--- config.mk ---
export PLATFORM = sky130hd
export DESIGN_NAME = ring_decoder_flat
export DESIGN_NICKNAME = d
export VERILOG_FILES = /design/src/rtl/ring_decoder_if.sv /design/src/rtl/ring_decoder.sv /design/src/flat_wrapper.sv
export SDC_FILE = /design/constraint.sdc
export NUM_CORES = 1
export LEC_CHECK = 0
export ABC_AREA = 0
export BUFFER_PORTS_ARGS = -buffer_cell sky130_fd_sc_hd__buf_2
export CAP_MARGIN = 20
export CORE_UTILIZATION = 40
export DETAILED_ROUTE_END_ITERATION = 16
export GPL_TIMING_DRIVEN = 1
export SLEW_MARGIN = 5
export SYNTH_ARGS = -nofsm -noshare
export SYNTH_HDL_FRONTEND = slang
export SYNTH_SLANG_ARGS = --single-unit
export TNS_END_PERCENT = 1
--- constraint.sdc ---
create_clock -name clk_i -period 12.8 [get_ports clk_i]
set_input_delay 2.56 -clock clk_i [delete_from_list [all_inputs] [get_ports clk_i]]
set_output_delay 2.56 -clock clk_i [all_outputs]
set_load 0.01 [all_outputs]
--- src/rtl/ring_decoder_if.sv ---
// Bundle of the ring word, the clear request and the decoded status outputs.
// The master drives the ring and clear; the slave (the decoder) drives the status.
interface ring_decoder_if #(
  parameter int unsigned width_p     = 10,
  parameter int unsigned lap_width_p = 8
);
  localparam int unsigned idx_w = $clog2(width_p);

  logic [width_p-1:0]     ring;
  logic                   clear;
  logic [idx_w-1:0]       index;
  logic                   valid;
  logic                   step;
  logic                   wrap;
  logic [lap_width_p-1:0] lap_count;
  logic                   error;

  modport master (
    output ring, clear,
    input  index, valid, step, wrap, lap_count, error
  );

  modport slave (
    input  ring, clear,
    output index, valid, step, wrap, lap_count, error
  );
endinterface

--- src/rtl/ring_decoder.sv ---
// One-hot ring bus checker: converts the ring word to a binary index, checks that the
// ring only holds or advances by one, pulses on step/wrap, counts laps, flags faults.
module ring_decoder #(
  parameter int unsigned width_p     = 10,
  parameter int unsigned lap_width_p = 8
) (
  input logic           clk_i,
  input logic           rst_i,
  ring_decoder_if.slave bus_io
);
  localparam int unsigned idx_w = $clog2(width_p);
  localparam int unsigned cnt_w = $clog2(width_p + 1);
  localparam logic [idx_w-1:0] last_idx = idx_w'(width_p - 1);

  typedef enum logic [1:0] {StAcquire, StTrack, StFault} state_e;

  state_e                 state_q, state_d;
  logic [idx_w-1:0]       idx_q, idx_d;
  logic                   step_q, step_d;
  logic                   wrap_q, wrap_d;
  logic [lap_width_p-1:0] lap_q, lap_d;
  logic                   err_q, err_d;

  logic [cnt_w-1:0] ones;
  logic [idx_w-1:0] enc;
  logic             legal;
  logic [idx_w-1:0] next_pos;

  always_comb begin
    ones = '0;
    enc  = '0;
    for (int unsigned i = 0; i < width_p; i++) begin
      if (bus_io.ring[i]) begin
        ones = ones + 1'b1;
        enc  = idx_w'(i);
      end
    end
  end

  assign legal    = (ones == cnt_w'(1));
  // Successor modulo width_p; width_p need not be a power of two.
  assign next_pos = (idx_q == last_idx) ? '0 : idx_q + 1'b1;

  always_comb begin
    state_d = state_q;
    idx_d   = idx_q;
    step_d  = 1'b0;
    wrap_d  = 1'b0;
    lap_d   = lap_q;
    err_d   = err_q;

    if (bus_io.clear) begin
      state_d = StAcquire;
      err_d   = 1'b0;
      lap_d   = '0;
    end else begin
      unique case (state_q)
        StAcquire: begin
          if (legal) begin
            idx_d   = enc;
            state_d = StTrack;
          end
        end
        StTrack: begin
          if (legal && (enc == idx_q)) begin
            state_d = StTrack;
          end else if (legal && (enc == next_pos)) begin
            step_d = 1'b1;
            idx_d  = enc;
            if (idx_q == last_idx) begin
              wrap_d = 1'b1;
              lap_d  = lap_q + 1'b1;
            end
          end else begin
            state_d = StFault;
            err_d   = 1'b1;
          end
        end
        StFault: begin
          state_d = StFault;
        end
        default: begin
          state_d = StAcquire;
        end
      endcase
    end
  end

  always_ff @(posedge clk_i) begin
    if (rst_i) begin
      state_q <= StAcquire;
      idx_q   <= '0;
      step_q  <= 1'b0;
      wrap_q  <= 1'b0;
      lap_q   <= '0;
      err_q   <= 1'b0;
    end else begin
      state_q <= state_d;
      idx_q   <= idx_d;
      step_q  <= step_d;
      wrap_q  <= wrap_d;
      lap_q   <= lap_d;
      err_q   <= err_d;
    end
  end

  assign bus_io.index     = idx_q;
  assign bus_io.valid     = (state_q == StTrack);
  assign bus_io.step      = step_q;
  assign bus_io.wrap      = wrap_q;
  assign bus_io.lap_count = lap_q;
  assign bus_io.error     = err_q;
endmodule

--- src/flat_wrapper.sv ---
// flat-port wrapper written by rule: the top's interface ports become plain ports
module ring_decoder_flat 
#(
  parameter int unsigned width_p     = 10,
  parameter int unsigned lap_width_p = 8
)
  (clk_i, rst_i, bus_io_ring, bus_io_clear, bus_io_index, bus_io_valid, bus_io_step, bus_io_wrap, bus_io_lap_count, bus_io_error);
  ring_decoder_if #(.width_p(width_p), .lap_width_p(lap_width_p)) bus_io_i ();
  input logic clk_i;
  input logic rst_i;
  input wire logic [$bits(bus_io_i.ring)-1:0] bus_io_ring;
  input wire logic [$bits(bus_io_i.clear)-1:0] bus_io_clear;
  output wire logic [$bits(bus_io_i.index)-1:0] bus_io_index;
  output wire logic [$bits(bus_io_i.valid)-1:0] bus_io_valid;
  output wire logic [$bits(bus_io_i.step)-1:0] bus_io_step;
  output wire logic [$bits(bus_io_i.wrap)-1:0] bus_io_wrap;
  output wire logic [$bits(bus_io_i.lap_count)-1:0] bus_io_lap_count;
  output wire logic [$bits(bus_io_i.error)-1:0] bus_io_error;
  assign bus_io_i.ring = bus_io_ring;
  assign bus_io_i.clear = bus_io_clear;
  assign bus_io_index = bus_io_i.index;
  assign bus_io_valid = bus_io_i.valid;
  assign bus_io_step = bus_io_i.step;
  assign bus_io_wrap = bus_io_i.wrap;
  assign bus_io_lap_count = bus_io_i.lap_count;
  assign bus_io_error = bus_io_i.error;
  ring_decoder #(.width_p(width_p), .lap_width_p(lap_width_p)) u_core (.clk_i(clk_i), .rst_i(rst_i), .bus_io(bus_io_i));
endmodule
# --- After elaboration in Yosys (flattened, before gate mapping) ---
# Index checks and enable logic that the tools add are counted.
totals:
  register_bits: 17
  word_cells: 72
op_classes:
  n_reduce_logical: 11
  n_eq_ne: 10
  muxes: 30
  addsub: 11
  bitwise: 4
ops:
  columns: ["op", "n"]
  rows:
  - ["2-to-1 mux 4 bit", 15]
  - ["adder 4 x 1 -> 4 bit, second input constant", 9]
  - ["2-to-1 mux 3 bit", 4]
  - ["2-to-1 mux 2 bit", 5]
  - ["adder 8 x 1 -> 8 bit, second input constant", 1]
  - ["== test 4 bit", 2]
  - ["one-hot mux 4 bit (2 select lines)", 1]
  - ["one-hot mux 2 bit (3 select lines)", 1]
  - ["AND reduction 5 bit", 1]
  - ["OR reduction 5 bit", 1]
  - ["== test 4 x 1 -> 1 bit, second input constant", 1]
  - ["== test 4 bit, second input constant", 1]
  - ["2-to-1 mux 1 bit", 4]
  - ["inequality test 2 x 1 -> 1 bit, second input constant", 2]
  - ["inverter 1 bit", 4]
  - ["AND reduction 4 bit", 1]
  - ["OR reduction 4 bit", 1]
  - ["inequality test 3 x 2 -> 1 bit, second input constant", 1]
  - ["AND reduction 3 bit", 1]
  - ["adder 1 x 1 -> 2 bit, second input constant", 1]
  - ["== test 2 x 1 -> 1 bit, second input constant", 1]
  - ["== test 2 bit, second input constant", 1]
  - ["logical AND 1 bit", 2]
  - ["zero test 2 bit", 1]
  - ["4 further kinds", 4]

# --- Depth between registers and ports, before layout ---
logic_depth:
  word_depth: 24
  depth_mapped: 30
  mapped_depth_nobuf: 30

# --- Worst setup path before layout ---
# OpenSTA, ideal clock, no wires.
synth_timing:
  kind: "input to register"
  startpoint: "input bus_io_ring[0]"
  endpoint: "register u_core.lap_q[3] (netlist: u_core.bus_io.lap_count[3])"
  cell_stages: 28
  setup_time_ns: 0.059
  setup_slack_ns: 5.359
  arrival_ns: 7.382
  n_path_buf: 1
  required_ns: 12.741
  cell_sequence: "inv_1 > ha_1 > xor2_1 > ha_1 > nand2_1 > o21ai_0 > ha_1 > inv_1 > a21oi_1 > ha_1 > o2bb2ai_1 > nand2_1 > ha_1 > nor2_1 > a31oi_1 > ha_1 > nand2_1 > o21ai_0 > ha_1 > inv_1 > a21oi_1 > ha_1 > o32ai_1 > a311oi_1 > a211o_1 > buf_6 > or4_1 > nand2_1"
synth_via:
  elab_chain_cells: 23
  elab_cells_between_ends: 24
  classes_between: "add/sub (9); eq/ne (1); mux (10); bitwise (1); reduce/logical (3)"
synth_rtl:
  columns: ["element", "line_no", "text"]
  rows:
  - ["start, declared", "flat_wrapper.sv:11", "input wire logic [$bits(bus_io_i.ring)-1:0] bus_io_ring;"]
  - ["2-to-1 mux 1 bit *", "ring_decoder.sv:33", "if (bus_io.ring[i]) begin"]
  - ["adder 1 x 1 -> 2 bit", "ring_decoder.sv:34", "ones = ones + 1'b1;"]
  - ["2-to-1 mux 4 bit *", "ring_decoder.sv:33", null]
  - ["adder 4 x 1 -> 4 bit", "ring_decoder.sv:34", null]
  - ["2-to-1 mux 4 bit *", "ring_decoder.sv:33", null]
  - ["adder 4 x 1 -> 4 bit", "ring_decoder.sv:34", null]
  - ["2-to-1 mux 4 bit *", "ring_decoder.sv:33", null]
  - ["adder 4 x 1 -> 4 bit", "ring_decoder.sv:34", null]
  - ["[... 7 more ...]", null, null]
  - ["adder 4 x 1 -> 4 bit", "ring_decoder.sv:34", null]
  - ["2-to-1 mux 4 bit *", "ring_decoder.sv:33", null]
  - ["adder 4 x 1 -> 4 bit", "ring_decoder.sv:34", null]
  - ["2-to-1 mux 4 bit *", "ring_decoder.sv:33", null]
  - ["== test 4 x 1 -> 1 bit *", "ring_decoder.sv:40", "assign legal = (ones == cnt_w'(1));"]
  - ["logical AND 1 bit", "ring_decoder.sv:65", "if (legal && (enc == idx_q)) begin"]
  - ["inverter 1 bit (no line)", null, null]
  - ["AND reduction 4 bit (no line) *", null, null]
  - ["end signal, assigned", "ring_decoder.sv:102", "lap_q <= lap_d;"]
  - ["end, declared", "ring_decoder.sv:21", "logic [lap_width_p-1:0] lap_q, lap_d;"]
# Every way passes the cells marked *; elsewhere a longest branch is shown, timed or not.
# A chain may end at the register's enable or synchronous reset.

# --- Final worst setup path ---
layout_timing:
  startpoint: "input bus_io_ring[0]"
  endpoint: "register u_core.lap_q[4] (netlist: u_core.bus_io.lap_count[4])"
# The elaborated chain is that of the path after synthesis.

==> results_dict.tcl <==
set metrics [dict create \
    drtIter0Drc 51 \
    synth_area_um2 1790 \
    ys_types 58 \
    core.rowCount 23 \
    clk_latency_ps 250 \
    first_global_vias 1443 \
    drt_wl_total_um 3770 \
    power_uw 236 \
    finalCritPeriodShare 0.607 \
    port_buffers 28 \
    drive_gt1_frac 0.190 \
    synth-compound-area-share 0.187 \
    die_h_um 68.9 \
    place_area_um2 1930 \
    fin_ws_ps 5030 \
    p_per_area_nw_per_um2 120 \
    antenna_left 0 \
    synth.area.top_cells "dfxtp_1, ha_1, nand2_1, xor3_2, nor2_1" \
    nets 271 \
    critPathLaunchType "input port" \
    seqPwrFrac 0.256 \
    cts_num_sinks 17 \
    area_growth_pct 10.1 \
    end_kind "flop" \
    p_leak_nw 0.866 \
    fin_crit_ps 7770 \
    wire_per_inst_um 12.7 \
    cts.htree.levels 1 \
    fin_area_um2 1970 \
    gr-total-overflow 0 \
    grt_pass1_wl_um 6200 \
    worst_pin_slew_ps 522 \
    rsz0062_at_grt "false" \
    antenna_found_initial 0 \
    post-route-util 0.476 \
    die_x_um 68.9 \
    cts.repair.resized 0 \
    combPwrFrac 0.577 \
    swShare 0.404 \
    peakVddDrop_mv 0.0752 \
    status "finished, final reports clean" \
    core_um2 4140 \
    cts_tree "built" \
    synth_edf_count 0 \
    num_vias 1605 \
    place_congestion 0.760 \
    synth_top_family_by_area "simple AND/OR/NAND/NOR gates" \
    stdcell_count 297 \
    final.setup.tns_ps 0 \
    fmaxAchievable_mhz 129 \
    post_drt_via_cell_ratio 5.40 \
    slew_violations 0 \
    synth_top_area_frac 0.190 \
    hold_viol 0 \
    setup_violations 0 \
    start_util 0.432 \
    holdWs_ps 449 \
    syn-num-nets 249 \
    synth-xor-area-share 0.148 \
    cts_setup_buffers 0 \
    clock-root-buffer "clkbuf_8" \
    ys_seq_area_frac 0.190 \
    synth_top_cell_by_area "dfxtp_1" \
    clk_path_buf_depth 2 \
    synth_cells 226 \
    crit_required_ps 12990 \
    holdBufCountCts 0 \
    synth.ff_latch_count 17 \
    min_path_type "flop to flop" \
    drv_cap 0 \
    ios 29 \
    yosys_warnings 0 \
    hpwl_um 2990 \
    synthTopCellsByCount "nand2_1, nor2_1, dfxtp_1" \
    placedCellCount 293 \
    synthAdderAreaFrac 0.0698 \
    ys_async_sr_fraction 0 \
    yosys.area_share.simple 0.288 \
    synth_most_common_cell "nand2_1" \
    numCtsBuffers 3 \
    synth_ff_type "dfxtp_1" \
    final.setup_skew_ps 5.59 \
    drcViolationCount 0 \
    track_usage 0.167 \
    grt_max_degree 15 \
    synthMuxAreaShare 0.0468 \
    pwr-share-clk 0.167 \
    arrival_ps 7960 \
    cts.reportedPaths.clkPinSlew_ps 70 \
    path_max_fanout 14 \
    slew_headroom 0.648 \
    die-area_um2 4750 \
    p_int_uw 141 \
    fillCellCount 435 \
    switching_power_uw 95.3 \
    post-place-ws_ps 4770 \
    critical_path_class "input port to flop" \
    first_pass_iters 4 \
    syn-mean-instance-area_um2 7.93 \
    diodes 0 \
]
layer usage:
metal	vias up	global-route usage	share of wire
met2	25	0.285	0.45
met4	0	0.0153	0.0032
met3	2	0.0197	0.025
li1	854	-	-
met5	-	0	0
met1	724	0.233	0.52
worst max-delay path, stage by stage:
cell,delay (ps)
buf_2,90
inv_1,40
ha_1,350
xor2_1,200
ha_1,300
nand2_1,80
o21ai_0,110
ha_1,330
inv_1,60
a21oi_1,140
ha_1,270
o2bb2ai_1,180
nand2_1,70
ha_1,270
nor2_1,40
a31oi_1,340
ha_1,330
nand2_1,80
o21ai_0,110
ha_1,300
inv_1,50
a21oi_1,140
ha_1,250
o32ai_1,120
a311oi_1,120
a211o_1,460
or4_1,510
nand2_1,80
final timing paths:
check                           depth (start not counted)                    from                    endpoint  slack [ps]
worst max-delay path                                   28          bus_io_ring[0]  u_core.bus_io.lap_count[4]        5030
worst min-delay path                                    2     u_core.bus_io.error         u_core.bus_io.error         450
worst max register to register                          7  u_core.bus_io.index[3]      u_core.bus_io.index[0]       10410
worst min register to register                          2     u_core.bus_io.error         u_core.bus_io.error         450
cells in the final DEF (no fill, tap or decap), drive strengths merged, types with 3 or more instances in the layout:
cell type / Yosys / final
a21oi: 11 / 11
and3: 3 / 3
buf: 6 / 28
clkbuf: 5 / 4
dfxtp: 17 / 17
ha: 10 / 10
inv: 16 / 16
mux2: 3 / 3
mux2i: 5 / 5
nand2: 30 / 30
nand2b: 5 / 5
nand3: 7 / 7
nand4: 3 / 3
nor2: 20 / 20
nor3: 6 / 6
nor4b: 3 / 3
o211ai: 5 / 5
o21ai: 12 / 12
o31ai: 3 / 3
or2: 5 / 5
or3: 4 / 4
or4: 4 / 4
xnor2: 7 / 7
xnor3: 3 / 3
xor2: 6 / 6
xor3: 3 / 3
power groups by stage:
stage / logic, mW / clock network (mW) / registers [mW]
after floorplan: 0.113 / 0 / 0.0613
after global placement: 0.135 / 0 / 0.0617
after detailed placement: 0.136 / 0 / 0.0617
after CTS: 0.137 / 0.0403 / 0.0605
after global routing: 0.151 / 0.0428 / 0.0611
final: 0.136 / 0.0394 / 0.0605
final cells by class:
| type | count | area (µm²) | share of cell area |
|---|---|---|---|
| repair buffers | 28 | 140 | 0.0710 |
| clock buffers | 4 | 45.0 | 0.0228 |
| flip-flops and latches | 17 | 340 | 0.172 |
| inverters | 16 | 60.1 | 0.0304 |
| multi-input cells | 182 | 1330 | 0.672 |
| well taps | 50 | 62.6 | 0.0317 |
flip-flops by register name (all words and copies together), names as in the netlist:
| name | cells |
|---|---|
| u_core.bus_io.step | 1 |
| u_core.bus_io.error | 1 |
| u_core.bus_io.wrap | 1 |
| u_core.bus_io.lap_count | 8 |
| u_core.state_q | 2 |
| u_core.bus_io.index | 4 |
cells by family after synthesis:
logic type | Yosys count
AOI/OAI and AO/OA | 48
adders and majority gates | 10
muxes | 8
DFF | 17
xor gates and xnor gates | 19
buffers and inverters | 27
and+or+nand+nor | 97
Note: power is estimated with default switching activity, not from simulation.
